[config.mk]
export PLATFORM = sky130hd
export DESIGN_NAME = muldiv_unit_flat
export DESIGN_NICKNAME = d
export VERILOG_FILES = /design/src/rtl/riscv_pkg.sv /design/src/rtl/muldiv_unit_if.sv /design/src/rtl/muldiv_div_step.sv /design/src/rtl/muldiv_unit.sv /design/src/flat_wrapper.sv
export SDC_FILE = /design/constraint.sdc
export NUM_CORES = 1
export LEC_CHECK = 0
export ABC_CLOCK_PERIOD_IN_PS = 4500
export CORE_UTILIZATION = 40
export CTS_CLUSTER_SIZE = 40
export DETAILED_ROUTE_END_ITERATION = 6
export GPL_ROUTABILITY_DRIVEN = 0
export PLACE_DENSITY = 0.56
export SLEW_MARGIN = 5
export SYNTH_ARGS = -nofsm -noshare
export SYNTH_HDL_FRONTEND = slang
export SYNTH_SLANG_ARGS = --single-unit
[constraint.sdc]
create_clock -name clk -period 4.5 [get_ports clk]
set_input_delay 1.35 -clock clk [delete_from_list [all_inputs] [get_ports clk]]
set_output_delay 1.35 -clock clk [all_outputs]
set_load 0.03 [all_outputs]
[src/rtl/riscv_pkg.sv]
// Shared constants for the RV32M multiply/divide unit: operand width, M-op funct3
// codes and the iterative unit's state encoding.
package riscv_pkg;

    localparam int unsigned DefaultWidth = 32;

    localparam logic [2:0] Funct3Mul    = 3'b000;
    localparam logic [2:0] Funct3Mulh   = 3'b001;
    localparam logic [2:0] Funct3Mulhsu = 3'b010;
    localparam logic [2:0] Funct3Mulhu  = 3'b011;
    localparam logic [2:0] Funct3Div    = 3'b100;
    localparam logic [2:0] Funct3Divu   = 3'b101;
    localparam logic [2:0] Funct3Rem    = 3'b110;
    localparam logic [2:0] Funct3Remu   = 3'b111;

    typedef enum logic [1:0] {
        StIdle = 2'd0,
        StCalc = 2'd1,
        StDone = 2'd2
    } muldiv_state_e;

endpackage

[src/rtl/muldiv_unit_if.sv]
// Execute-stage request/response bundle between the pipeline and the multiply/divide unit.
interface muldiv_unit_if #(
    parameter int unsigned WIDTH = riscv_pkg::DefaultWidth
);
    logic             start;
    logic [2:0]       funct3;
    logic [WIDTH-1:0] SrcA;
    logic [WIDTH-1:0] SrcB;
    logic             flush;
    logic             busy;
    logic             done;
    logic [WIDTH-1:0] result;

    modport master (
        output start, funct3, SrcA, SrcB, flush,
        input  busy, done, result
    );

    modport slave (
        input  start, funct3, SrcA, SrcB, flush,
        output busy, done, result
    );
endinterface

[src/rtl/muldiv_div_step.sv]
// One restoring-division step: shift in the next dividend bit and subtract if it fits.
// Only built when MULDIV_DIV_EN is defined.
`ifdef MULDIV_DIV_EN
module muldiv_div_step #(
    parameter int unsigned WIDTH = 32
) (
    input  logic [WIDTH-1:0] rem,
    input  logic             in_bit,
    input  logic [WIDTH-1:0] divisor,
    output logic [WIDTH-1:0] rem_next,
    output logic             q_bit
);
    logic [WIDTH:0] shifted;
    logic [WIDTH:0] diff;

    // rem < divisor holds on entry, so diff's top bit is a clean borrow flag.
    always_comb begin
        shifted  = {rem, in_bit};
        diff     = shifted - {1'b0, divisor};
        q_bit    = ~diff[WIDTH];
        rem_next = q_bit ? diff[WIDTH-1:0] : shifted[WIDTH-1:0];
    end
endmodule
`endif

[src/rtl/muldiv_unit.sv]
// Iterative RV32M multiply/divide unit: radix-2 shift-add multiply, restoring divide.
// Divider and its special cases are built only when MULDIV_DIV_EN is defined.
module muldiv_unit
    import riscv_pkg::*;
#(
    parameter int unsigned WIDTH = DefaultWidth
) (
    input logic          clk,
    input logic          reset,
    muldiv_unit_if.slave bus
);
    localparam int unsigned CntW = $clog2(WIDTH);

    muldiv_state_e      state_q;
    logic [2:0]         op_q;
    logic               sign_a_q, sign_b_q;
    logic [2*WIDTH-1:0] acc_q;
    logic [WIDTH-1:0]   opb_q;
    logic [CntW-1:0]    cnt_q;
    logic               busy_q, done_q;
    logic [WIDTH-1:0]   result_q;

    logic               in_sign_a, in_sign_b;
    logic [WIDTH-1:0]   abs_a, abs_b;
    logic               special;
    logic [WIDTH-1:0]   special_res;
    logic [WIDTH:0]     mul_sum;
    logic [2*WIDTH-1:0] mul_next, acc_next, prod_fix;
    logic [WIDTH-1:0]   mul_res, calc_res;

    always_comb begin
        in_sign_a = (bus.funct3 inside {Funct3Mulh, Funct3Mulhsu, Funct3Div, Funct3Rem})
                    & bus.SrcA[WIDTH-1];
        in_sign_b = (bus.funct3 inside {Funct3Mulh, Funct3Div, Funct3Rem}) & bus.SrcB[WIDTH-1];
        abs_a     = in_sign_a ? -bus.SrcA : bus.SrcA;
        abs_b     = in_sign_b ? -bus.SrcB : bus.SrcB;
    end

    // Multiplier sits in the low half and shifts out LSB-first as the product grows above it.
    always_comb begin
        mul_sum  = {1'b0, acc_q[2*WIDTH-1:WIDTH]} + (acc_q[0] ? {1'b0, opb_q} : '0);
        mul_next = {mul_sum, acc_q[WIDTH-1:1]};
        prod_fix = (sign_a_q ^ sign_b_q) ? -mul_next : mul_next;
        mul_res  = (op_q == Funct3Mul) ? prod_fix[WIDTH-1:0] : prod_fix[2*WIDTH-1:WIDTH];
    end

`ifdef MULDIV_DIV_EN
    localparam logic [WIDTH-1:0] MinNeg = {1'b1, {(WIDTH-1){1'b0}}};

    logic [WIDTH-1:0] rem_next, quo, rem, div_res;
    logic             q_bit;

    muldiv_div_step #(
        .WIDTH(WIDTH)
    ) u_div_step (
        .rem     (acc_q[2*WIDTH-1:WIDTH]),
        .in_bit  (acc_q[WIDTH-1]),
        .divisor (opb_q),
        .rem_next(rem_next),
        .q_bit   (q_bit)
    );

    always_comb begin
        acc_next = op_q[2] ? {rem_next, acc_q[WIDTH-2:0], q_bit} : mul_next;
        quo      = acc_next[WIDTH-1:0];
        rem      = acc_next[2*WIDTH-1:WIDTH];
        unique case (op_q)
            Funct3Div:  div_res = (sign_a_q ^ sign_b_q) ? -quo : quo;
            Funct3Rem:  div_res = sign_a_q ? -rem : rem;
            Funct3Remu: div_res = rem;
            default:    div_res = quo;
        endcase
        calc_res = op_q[2] ? div_res : mul_res;
    end

    always_comb begin
        special     = 1'b0;
        special_res = '0;
        if (bus.funct3[2]) begin
            if (bus.SrcB == '0) begin
                special     = 1'b1;
                special_res = bus.funct3[1] ? bus.SrcA : '1;
            end else if (!bus.funct3[0] && bus.SrcA == MinNeg && bus.SrcB == '1) begin
                special     = 1'b1;
                special_res = bus.funct3[1] ? '0 : MinNeg;
            end
        end
    end
`else
    // Without the divider every divide/remainder op completes at once with a zero result.
    always_comb begin
        acc_next    = mul_next;
        calc_res    = mul_res;
        special     = bus.funct3[2];
        special_res = '0;
    end
`endif

    always_ff @(posedge clk) begin
        if (!reset) begin
            state_q  <= StIdle;
            op_q     <= '0;
            sign_a_q <= 1'b0;
            sign_b_q <= 1'b0;
            acc_q    <= '0;
            opb_q    <= '0;
            cnt_q    <= '0;
            busy_q   <= 1'b0;
            done_q   <= 1'b0;
            result_q <= '0;
        end else begin
            done_q <= 1'b0;
            unique case (state_q)
                StIdle: begin
                    if (bus.start && !bus.flush) begin
                        op_q     <= bus.funct3;
                        sign_a_q <= in_sign_a;
                        sign_b_q <= in_sign_b;
                        cnt_q    <= CntW'(WIDTH - 1);
                        acc_q    <= {{WIDTH{1'b0}}, bus.funct3[2] ? abs_a : abs_b};
                        opb_q    <= bus.funct3[2] ? abs_b : abs_a;
                        if (special) begin
                            state_q  <= StDone;
                            done_q   <= 1'b1;
                            result_q <= special_res;
                        end else begin
                            state_q <= StCalc;
                            busy_q  <= 1'b1;
                        end
                    end
                end
                StCalc: begin
                    if (bus.flush) begin
                        state_q <= StIdle;
                        busy_q  <= 1'b0;
                    end else begin
                        acc_q <= acc_next;
                        cnt_q <= cnt_q - 1'b1;
                        if (cnt_q == '0) begin
                            state_q  <= StDone;
                            busy_q   <= 1'b0;
                            done_q   <= 1'b1;
                            result_q <= calc_res;
                        end
                    end
                end
                StDone:  state_q <= StIdle;
                default: state_q <= StIdle;
            endcase
        end
    end

    assign bus.busy   = busy_q;
    assign bus.done   = done_q;
    assign bus.result = result_q;
endmodule

[src/flat_wrapper.sv]
// flat-port wrapper written by rule: the top's interface ports become plain ports
module muldiv_unit_flat import riscv_pkg::*;
#(
    parameter int unsigned WIDTH = DefaultWidth
)
  (clk, reset, bus_start, bus_funct3, bus_SrcA, bus_SrcB, bus_flush, bus_busy, bus_done, bus_result);
  muldiv_unit_if #(.WIDTH(WIDTH)) bus_i ();
  input logic clk;
  input logic reset;
  input wire logic [$bits(bus_i.start)-1:0] bus_start;
  input wire logic [$bits(bus_i.funct3)-1:0] bus_funct3;
  input wire logic [$bits(bus_i.SrcA)-1:0] bus_SrcA;
  input wire logic [$bits(bus_i.SrcB)-1:0] bus_SrcB;
  input wire logic [$bits(bus_i.flush)-1:0] bus_flush;
  output wire logic [$bits(bus_i.busy)-1:0] bus_busy;
  output wire logic [$bits(bus_i.done)-1:0] bus_done;
  output wire logic [$bits(bus_i.result)-1:0] bus_result;
  assign bus_i.start = bus_start;
  assign bus_i.funct3 = bus_funct3;
  assign bus_i.SrcA = bus_SrcA;
  assign bus_i.SrcB = bus_SrcB;
  assign bus_i.flush = bus_flush;
  assign bus_busy = bus_i.busy;
  assign bus_done = bus_i.done;
  assign bus_result = bus_i.result;
  muldiv_unit #(.WIDTH(WIDTH)) u_core (.clk(clk), .reset(reset), .bus(bus_i));
endmodule
==> flow_metrics.py <==
metrics = {
    "floorplan": {
        "io_pins": 105,
        "die_area_mm2": 0.0290,
        "die_y_um": 170,
        "row_count": 61,
        "die_w_um": 170,
        "initial_core_util_pct": 40.7,
        "fp.coreArea_mm2": 0.0278,
    },
    "global_routing": {
        "grt_use_met2_pct": 45.0,
        "grt_max_degree": 120,
        "met3_usage_pct": 3.91,
        "grt_pass1_vias": 10800,
        "grt.busiest_layer": "met2",
        "grt_pass1_wl_um": 63300,
        "met1_usage_pct": 39.7,
        "track_usage_pct": 28.6,
        "antenna_found_initial": 0,
        "overflow": 0,
    },
    "placement": {
        "place_ws_ps": 110,
        "port_buffers": 104,
        "place_inst": 2012,
        "dp_hpwl_um": 32000,
    },
    "power": {
        "sequentialPowerShare_pct": 38.4,
        "pwr-share-comb_pct": 23.9,
        "p_switching_w": 0.00120,
        "intPower_w": 0.00236,
        "peakVddDrop_uv": 238,
        "leakagePower_nw": 5.32,
        "swShare_pct": 33.7,
        "p_per_area_mw_per_mm2": 260,
        "p_clk_share_pct": 37.7,
    },
    "worst_setup_path": {
        "worstPathArrival_ps": 4560,
        "startpoint": "u_core.acc_q[0]$_SDFFE_PN0P_",
        "end_kind": "register",
        "r2r_start": "u_core.acc_q[0]$_SDFFE_PN0P_",
        "crit_buf_inv": 2,
        "cp_top_family": "simple AND/OR/NAND/NOR gates",
        "cp-endpoint": "u_core.bus.result[31]$_SDFFE_PN0P_",
        "crit_path_top_delay_cell": "or4b_2",
        "crit_top_cell": "buf_4",
        "cp_max_fo": 12,
        "critPathLaunchType": "register",
        "r2r_slack_ps": 250,
        "path_cells": "buf_4, and2_1, ha_1, a21oi_1, a21boi_1, nor4_4, o211ai_1, or4b_2, and3_1, nor2b_1, a41oi_2, xnor2_1, buf_4, nand2_1, a22o_1",
        "reg2regPathDepth": 15,
        "crit_required_ps": 4820,
        "critPathMaxStageDelay_ps": 700,
        "r2r_end": "u_core.bus.result[31]$_SDFFE_PN0P_",
        "cp.depth": 15,
        "critPathKind": "register to register",
    },
    "status": {
        "status": "finished clean",
    },
    "timing": {
        "hold_ws_ps": 440,
        "slew-limit-headroom_pct": 22.5,
        "finalHoldViolCount": 0,
        "maxSlewViolCount": 0,
        "clock_skew_ps": 15.1,
        "rsz0062_at_grt": "no",
        "finalSetupTns_ps": 0,
        "worstMarginPinSlew_ps": 1160,
        "setup_viol": 0,
        "setup_ws_ps": 254,
        "clock.fmax_ghz": 0.236,
        "fin_crit_ps": 4250,
        "min_period_over_period_pct": 94.4,
    },
    "synth": {
        "synthCells": 1549,
        "yosysTopAreaCell": "dfxtp_1",
        "synth_top_cell_area_share_pct": 25.1,
        "ys_seq_area_share_pct": 25.1,
        "syn_nets": 1657,
        "avgSynthCellArea_um2": 7.31,
        "synth_ff_type": "dfxtp_1",
        "yosys-top-cells-area": "dfxtp_1 (25%), a21oi_1 (6.3%), nor2_1 (6.3%), nand2_1 (6.1%), xor2_1 (5.3%)",
        "yosys_warnings": 0,
        "synth-async-reset-ratio_pct": 0,
        "synth_edf_count": 0,
        "synth_cell_types": 91,
        "syn_area_mm2": 0.0113,
        "synth_seq_cells": 142,
    },
    "clock_tree": {
        "cts_root_buf": "clkbuf_16",
        "clk_pin_slew_ps": 70,
        "cts_buffers": 17,
        "tritoncts": "done",
        "cts_hold_buf": 0,
        "clock_sinks": 142,
        "clock_path_buffers": 2,
        "clk_latency_ps": 440,
        "h-tree-depth": 4,
    },
    "finish": {
        "n_antenna_cell": 0,
        "layoutNonFillerInstCount": 2044,
        "drive_above_1_share_pct": 9.42,
        "nFillCells": 2837,
        "regArea_mm2": 0.00284,
        "syn2layout_area_growth_pct": 20.8,
        "fin_nets": 1762,
        "multi_input_area_mm2": 0.00809,
    },
    "route": {
        "drcViolationCount": 0,
        "drtIter0Drc": 1018,
        "vias": 11900,
        "wl_per_cell_um": 20.1,
        "final_antenna_net_count": 0,
        "wl_um": 41100,
        "avgViaCountPerCell": 5.83,
        "dr.pass1.iters": 5,
    },
    "worst_hold_path": {
        "hp-class": "register to register",
    },
    "job": {
        "drv_cap": 0,
    },
}
-- cells by family after synthesis --
kind of cell	count (synthesis)	share of synthesized area (%)
adder cells (fa/ha/maj)	37	4.16
AO/OA/AOI/OAI	505	29.2
AND/OR/NAND/NOR	600	25.9
flip-flops	142	25.1
multiplexers	22	1.98
buffers and inverters	118	3.99
XOR/XNOR	125	9.67
-- registers in the layout, indices dropped and copies added (netlist names) --
signal	cells
u_core.state_q	2
u_core.acc_q	64
u_core.opb_q	32
u_core.bus.busy	1
u_core.sign_a_q	1
u_core.op_q	3
u_core.bus.done	1
u_core.sign_b_q	1
u_core.cnt_q	5
u_core.bus.result	32
-- power groups by stage --
stage	Sequential, W	Clock (W)	Combinational [W]
after global routing	0.00137	0.00141	0.000923
after detailed placement	0.00139	0	0.000842
after CTS	0.00137	0.00136	0.000845
after floorplan	0.00138	0	0.000512
final	0.00137	0.00134	0.000849
after global placement	0.00139	0	0.000837
-- final cells by class --
type	count	share of cell area [%]
multi-input cells	1289	59.1
flip-flops and latches	142	20.8
repair buffers	181	12.0
well taps	378	3.46
clock buffers	18	3.21
clock inverters	13	0.778
inverters	23	0.640
-- through the flow --
step                area [um2]  power [W]  utilization [%]
CTS                      13700    0.00357             49.1
finish                   13700    0.00356             49.2
global placement         13100    0.00223             47.2
global route             13700    0.00371             49.2
detailed placement       13100    0.00224             47.2
floorplan                11300    0.00189                -
-- worst min-delay path, cell delays in order, from the launching register on --
cell and delay, ps:
dfxtp_1 310, nand2_1 50, nand2_1 40
-- Yosys cell counts (8+ instances only) --
cell and n:
nor4_1 12, xnor2_1 57, nand2_1 183, o31ai_1 18
nand3_1 23, a211o_1 11, dfxtp_1 142, o21ai_1 8
a211oi_1 47, o211ai_1 36, xor2_1 68, a31oi_1 8
buf_1 9, o21a_1 13, ha_1 36, nand4_1 12
o21ai_0 99, nor2_1 190, clkbuf_1 81, mux2i_1 19
nand2b_1 9, o41ai_1 10, inv_1 22, or3_1 17
and2_1 50, or4_1 13, nor3_1 36, a22oi_1 31
and3_1 8, a21o_1 21, a21oi_1 143
-- worst min-delay path by stage --
stage / cells past startpoint / slack, ps / startpoint / to
3_5_place_dp: 2 / 430 / u_core.bus.result[27]$_SDFFE_PN0P_ / u_core.bus.result[27]$_SDFFE_PN0P_
5_1_grt: 2 / 460 / u_core.opb_q[18]$_SDFFE_PN0P_ / u_core.opb_q[18]$_SDFFE_PN0P_
4_1_cts: 2 / 440 / u_core.bus.result[27]$_SDFFE_PN0P_ / u_core.bus.result[27]$_SDFFE_PN0P_
2_1_floorplan: 2 / 430 / u_core.opb_q[12]$_SDFFE_PN0P_ / u_core.opb_q[12]$_SDFFE_PN0P_
3_3_place_gp: 2 / 430 / u_core.bus.result[27]$_SDFFE_PN0P_ / u_core.bus.result[27]$_SDFFE_PN0P_
6_report: 2 / 440 / u_core.bus.result[27]$_SDFFE_PN0P_ / u_core.bus.result[27]$_SDFFE_PN0P_
-- repair_timing --
item,CTS,global route
buffers inserted,0,1
endpoints found under the setup margin,0,4
endpoints found under the hold margin,0,0
gates resized for setup,0,4
-- cells in the final DEF (no fill, tap or decap), types with 6 or more instances in the layout --
master           instances
a22oi_1                 31
o21bai_1                 6
dfxtp_1                142
clkdlybuf4s50_1        103
inv_1                   21
and2_1                  50
a31oi_1                  8
clkinvlp_4               6
nor4_1                  12
nand2b_1                 8
buf_4                   75
nand4_1                 12
xnor2_1                 56
and3_1                   8
ha_1                    36
inv_6                    6
o211ai_1                36
o21ai_0                 99
nand3_1                 23
nor2_1                 188
mux2i_1                 19
o21a_1                  13
nand2_1                183
a21oi_1                143
o41ai_1                 10
nor3_1                  34
clkbuf_16               17
o21ai_1                  8
a211oi_1                47
or3_1                   17
a211o_1                 11
o31ai_1                 18
xor2_1                  66
or4_1                   13
a21o_1                  21
-- per-layer routing --
metal / vias to the layer above / share of wire [%]
met1: 5613 / 47
met3: 69 / 5.6
met4: 0 / 3.1
met5: - / 0
met2: 405 / 44
li1: 5837 / -
Note: power is estimated with default switching activity, not from simulation.
